$ cat src/rtl/mux_rr_arbiter_8_pkg.sv
// Shared types and constants for the 8-way round-robin mux arbiter.
package mux_arb_pkg;
    localparam int NUM_REQ      = 8;
    localparam int SEL_W        = 3;
    localparam int DEF_WIDTH    = 8;
    localparam int DEF_HOLD_MAX = 4;

    typedef enum logic {
        IDLE  = 1'b0,
        GRANT = 1'b1
    } state_t;
endpackage

$ cat src/rtl/mux_rr_arbiter_8_rr_pick.sv
// Combinational rotating-priority picker: first set req bit at or after ptr, wrapping mod NUM_REQ.
module rr_pick
    import mux_arb_pkg::*;
(
    input  logic [NUM_REQ-1:0] req,
    input  logic [SEL_W-1:0]   ptr,
    output logic               any,
    output logic [SEL_W-1:0]   idx
);
    // Scan farthest-to-nearest so the candidate closest to ptr is written last and wins.
    always_comb begin : pick
        logic [SEL_W-1:0] w_cand;
        any    = 1'b0;
        idx    = '0;
        w_cand = '0;
        for (int i = NUM_REQ - 1; i >= 0; i--) begin
            w_cand = ptr + SEL_W'(i);
            if (req[w_cand]) begin
                any = 1'b1;
                idx = w_cand;
            end
        end
    end
endmodule

$ cat src/rtl/mux_rr_arbiter_8.sv
// Round-robin arbiter driving a shared 8:1 mux with bounded hold per grant.
// Define ARB_FIXED_PRIO_EN to replace round-robin with fixed priority (in0 highest).
module mux_rr_arbiter_8
    import mux_arb_pkg::*;
#(
    parameter int WIDTH    = DEF_WIDTH,
    parameter int HOLD_MAX = DEF_HOLD_MAX
) (
    input  logic               clk,
    input  logic               reset,
    input  logic [NUM_REQ-1:0] req,
    input  logic [WIDTH-1:0]   in0,
    input  logic [WIDTH-1:0]   in1,
    input  logic [WIDTH-1:0]   in2,
    input  logic [WIDTH-1:0]   in3,
    input  logic [WIDTH-1:0]   in4,
    input  logic [WIDTH-1:0]   in5,
    input  logic [WIDTH-1:0]   in6,
    input  logic [WIDTH-1:0]   in7,
    output logic [NUM_REQ-1:0] gnt,
    output logic [SEL_W-1:0]   sel,
    output logic [WIDTH-1:0]   out,
    output logic               out_valid,
    output logic               busy
);
    localparam logic [3:0] HOLD_LAST = 4'(HOLD_MAX - 1);

    logic [NUM_REQ-1:0][WIDTH-1:0] w_in;
    logic [SEL_W-1:0]              w_ptr;
    logic [SEL_W-1:0]              w_idx;
    logic                          w_any;
    logic                          w_grant;
    logic                          w_capture;
    logic                          w_release;
    state_t                        r_state;
    state_t                        w_state_nxt;
    logic [NUM_REQ-1:0]            r_gnt;
    logic [SEL_W-1:0]              r_sel;
    logic [WIDTH-1:0]              r_out;
    logic                          r_out_valid;
    logic [3:0]                    r_hold;

    assign w_in = {in7, in6, in5, in4, in3, in2, in1, in0};

`ifdef ARB_FIXED_PRIO_EN
    assign w_ptr = '0;
`else
    logic [SEL_W-1:0] r_ptr;

    always_ff @(posedge clk or posedge reset) begin
        if (reset)          r_ptr <= '0;
        else if (w_release) r_ptr <= r_sel + SEL_W'(1);
    end

    assign w_ptr = r_ptr;
`endif

    rr_pick u_pick (
        .req (req),
        .ptr (w_ptr),
        .any (w_any),
        .idx (w_idx)
    );

    always_ff @(posedge clk or posedge reset) begin
        if (reset) r_state <= IDLE;
        else       r_state <= w_state_nxt;
    end

    // Requester drop releases without capture; hold expiry captures the final word on the way out.
    always_comb begin
        w_state_nxt = r_state;
        w_grant     = 1'b0;
        w_capture   = 1'b0;
        w_release   = 1'b0;
        case (r_state)
            IDLE: begin
                if (w_any) begin
                    w_grant     = 1'b1;
                    w_state_nxt = GRANT;
                end
            end
            GRANT: begin
                if (!req[r_sel]) begin
                    w_release = 1'b1;
                end else begin
                    w_capture = 1'b1;
                    if (r_hold == HOLD_LAST) w_release = 1'b1;
                end
                if (w_release) w_state_nxt = IDLE;
            end
            default: w_state_nxt = IDLE;
        endcase
    end

    always_ff @(posedge clk or posedge reset) begin
        if (reset) begin
            r_gnt       <= '0;
            r_sel       <= '0;
            r_out       <= '0;
            r_out_valid <= 1'b0;
            r_hold      <= '0;
        end else begin
            r_out_valid <= w_capture;
            if (w_grant) begin
                r_gnt  <= NUM_REQ'(1) << w_idx;
                r_sel  <= w_idx;
                r_hold <= '0;
            end
            if (w_capture) begin
                r_out  <= w_in[r_sel];
                r_hold <= r_hold + 4'd1;
            end
            if (w_release) r_gnt <= '0;
        end
    end

    assign gnt       = r_gnt;
    assign sel       = r_sel;
    assign out       = r_out;
    assign out_valid = r_out_valid;
    assign busy      = (r_state == GRANT);
endmodule

$ cat config.mk
export PLATFORM = sky130hd
export DESIGN_NAME = mux_rr_arbiter_8
export DESIGN_NICKNAME = d
export VERILOG_FILES = /design/src/rtl/mux_rr_arbiter_8_pkg.sv /design/src/rtl/mux_rr_arbiter_8_rr_pick.sv /design/src/rtl/mux_rr_arbiter_8.sv
export SDC_FILE = /design/constraint.sdc
export NUM_CORES = 1
export LEC_CHECK = 0
export ABC_AREA = 1
export CAP_MARGIN = 20
export CORE_MARGIN = 4
export CORE_UTILIZATION = 27
export DETAILED_ROUTE_END_ITERATION = 8
export GPL_ROUTABILITY_DRIVEN = 0
export PLACE_DENSITY = 0.64
export SETUP_SLACK_MARGIN = 0.2
export SYNTH_ARGS = -nofsm -noshare
export SYNTH_HDL_FRONTEND = slang
export SYNTH_SLANG_ARGS = --single-unit
$ cat constraint.sdc
create_clock -name clk -period 2.3 [get_ports clk]
set_input_delay 0.575 -clock clk [delete_from_list [all_inputs] [get_ports clk]]
set_output_delay 0.575 -clock clk [all_outputs]
set_load 0.02 [all_outputs]
==> results of run 1 <==
kinds of logic after synthesis:
family | Yosys count | share of synthesized area [%]
compound gates | 63 | 16.6
xor+xnor | 3 | 1.76
fa+ha+maj | 4 | 1.96
buf+inv | 51 | 10.1
flops | 28 | 27.4
mux | 2 | 0.784
simple gates | 226 | 41.4
sequential cells by signal, summed over array words and instances (netlist names):
| signal | flops |
|---|---|
| r_hold | 4 |
| out_valid | 1 |
| gnt | 8 |
| out | 8 |
| r_ptr | 3 |
| sel | 3 |
| busy | 1 |
repair_timing:
item / in CTS / in global routing
gates resized for setup: 17 / 77
pin swaps: 4 / 25
endpoints found under the setup margin: 17 / 25
buffers inserted: 3 / 9
cloned: 1 / 0
path summary, 6_finish.rpt:
path	startpoint	to	slack, ns	depth (start not counted)
worst max-delay path	r_ptr[1]$_DFFE_PP0P_	gnt[6]$_DFFE_PP0P_	0.18	15
worst min-delay path	out[4]$_DFFE_PP0P_	out[4]$_DFFE_PP0P_	0.50	1
worst max register to register	r_ptr[1]$_DFFE_PP0P_	gnt[6]$_DFFE_PP0P_	0.18	15
worst min register to register	out[4]$_DFFE_PP0P_	out[4]$_DFFE_PP0P_	0.50	1
max in group asynchronous	reset	r_ptr[2]$_DFFE_PP0P_	1.37	3
min in group asynchronous	reset	gnt[5]$_DFFE_PP0P_	0.64	3
layout by cell type, fill, tap and decap left out, types with 3 or more instances in the layout:
cell              n
a21oi_2           3
buf_6             7
nand3_2          37
o21a_1            8
clkdlybuf4s50_1  86
o21ai_2           3
o21ai_0          21
nand3_1          22
o21ai_1           3
nand3_4           5
nand2_2          23
o32ai_1          16
a21oi_1           3
nand2_1          73
nand2_4           5
nor2_1           56
dlymetal6s2s_1    7
dfrtp_2           3
clkbuf_8          3
inv_2             9
inv_1            15
a21oi_4           3
dfrtp_1          25
buf_4            35
worst max-delay path, stage by stage (launching register included):
cell     delay, ns
dfrtp_2       0.45
buf_6         0.14
ha_4          0.16
inv_2         0.05
nand2_2       0.05
nand2_4       0.09
inv_2         0.06
buf_4         0.13
nand3_2       0.08
nand2_2       0.09
nor3_2        0.18
nand2_1       0.12
nand2_4       0.15
buf_6         0.16
nand3_1       0.08
nand2_1       0.07
power groups by stage:
stage          Sequential (W)  Clock [W]  Combinational [W]
5_1_grt              0.000967   0.000436            0.00673
3_5_place_dp         0.000930          0            0.00486
4_1_cts              0.000928   0.000407            0.00509
3_3_place_gp         0.000929          0            0.00481
6_report             0.000937   0.000400            0.00615
2_1_floorplan         0.00102          0            0.00328
per-layer routing:
layer,share of wire (%),vias up,GRT usage (%)
met5,0,-,0
met4,3.0,0,4.69
met3,3.1,23,1.59
met2,51,67,28.3
met1,43,1449,20.9
li1,-,1503,-
layout make-up:
class,count,area [sq um],share of cell area (%)
Clock buffer,3,41.3,0.964
Tap cell,129,161,3.77
Clock inverter,1,30.0,0.701
Multi-Input combinational cell,298,1900,44.3
Sequential cell,28,704,16.4
Timing Repair Buffer,137,1320,30.8
Inverter,30,128,2.98
through the flow:
stage	setup slack [ns]	util, %	power [W]	std cells	hold WS, ns
2_1_floorplan	0.214	-	0.00430	377	0.490
3_3_place_gp	-0.146	40.7	0.00574	609	0.477
3_5_place_dp	-0.137	40.7	0.00579	609	0.483
4_1_cts	0.195	42.4	0.00643	617	0.507
5_1_grt	0.0961	46.4	0.00814	626	0.515
6_report	0.184	46.4	0.00749	626	0.504
==> key figures, run 1 <==
Power and ir drop
  • Int Power: 0.00352 W
  • Part of the power in combinational logic: 82.1%
  • Pwr dens: 1750 nW/um^2
  • Psw: 0.00397 W
  • Peak supply drop: 0.733 mV
  • Sequential Power Share: 12.5%
  • Clk pwr share: 5.3%
  • Lkg Pwr: 1.92 nW
  • Switching Share: 53.1%

Global routing
  • Global-route wire length before repair: 14,700 microns
  • Largest net degree at the start of global routing: 33
  • Number of global-route vias before repair: 3,010
  • Total track usage: 16.1%
  • Total grt overflow: 0
  • Antenna violations before repair: 0

Timing
  • Final setup vio count: 0
  • Final hold violation count: 0
  • Fin. max-slew vios: 0
  • Final period utilization: 92.0%
  • Setup Total Neg Slack: 0 ns
  • Skew final: 0.00246 ns
  • Max Clock Freq: 473 MHz
  • RSZ-0062 raised after global routing: yes
  • Worst slew pin tran: 0.364 ns
  • Tmin final: 2.12 ns
  • Slew HR: 75.7%

Layout
  • Fillers: 906
  • Nets@finish: 576
  • N_diodes: 0
  • Post-route cell area: 4280 sq um
  • Layout area overhead: 67.6%
  • Share of layout cells above drive strength 1: 30.0%

Place
  • Hpwl dp: 7110 microns
  • Placed Area: 3760 sq um
  • Port Buf Inserts: 94

Setup path
  • Data required, critical path: 2.53 ns
  • WP data arrival: 2.35 ns
  • CP Max Fanout: 6
  • Crit path launch type: flop
  • Critical path class: flop to flop
  • Critical Path Sink Type: flop

Synthesis
  • Cell with the most instances after synthesis: nand2_1
  • Post-synth top area cell: dfrtp_1
  • Post-synth top area share: 27.4%
  • Synth async-reset ratio: 100%
  • Cell area after synthesis: 2550 sq um
  • Synthesized flop and latch total: 28
  • Cells after Synth: 377
  • Ranking of synthesized cells by area: dfrtp_1, nand2_1, nand3_1
  • Synthesized Nets: 455
  • YS warnings: 0
  • Mean Syn Cell Area: 6.78 sq um
  • Number of synthesized flops with an enable pin: 0
  • Sequential cell area fraction in the yosys report: 27.4%
  • Main synth FF type: dfrtp_1
  • Top cells by count, synth: nand2_1, nor2_1, nand3_1
  • Post-synth cell types: 33

Routing
  • DR DRC count: 0
  • DR vias: 3,042
  • Routed vias/inst: 4.86
  • Pre-antenna DRT Iters: 4
  • Total wire length: 9480 microns
  • Drt initial violations: 124
  • Final ANT Viol Nets: 0
  • Routed wire per std cell: 15.1 microns

Clock tree
  • TritonCTS clock tree: yes
  • Max Buffers Root-to-Sink: 2
  • # hold bufs at CTS: 0
  • Reg clk slew, reported paths: 0.10 ns
  • Clock sinks: 28
  • H-tree levels: 1
  • Worst skew pair latency: 0.28 ns
  • Root Buffer: clkbuf_8
  • CTS buffer count: 3

Status
  • Status: finished, final reports clean

Job
  • MaxCap Viol Count: 0

Hold path
  • Hold WC Path Type: flop to flop

Die
  • Die X: 105 microns
  • Starting density of the core: 27.7%
  • Row cnt: 35
  • Die area: 11,100 sq um
  • Core area: 9240 sq um
  • Die Ht: 105 microns
  • I/O Pins: 95
(Power assumes the default switching activity.)
==> run 2: changes to the inputs <==
--- a/config.mk
+++ b/config.mk
@@ -6,7 +6,7 @@
 export NUM_CORES = 1
 export LEC_CHECK = 0
 export ABC_AREA = 1
-export CAP_MARGIN = 20
+export CAP_MARGIN = 10
 export CORE_MARGIN = 4
 export CORE_UTILIZATION = 27
 export DETAILED_ROUTE_END_ITERATION = 8
==> results of run 2 <==
No change in the layout: final DEF, timing and power equal those of run 1.
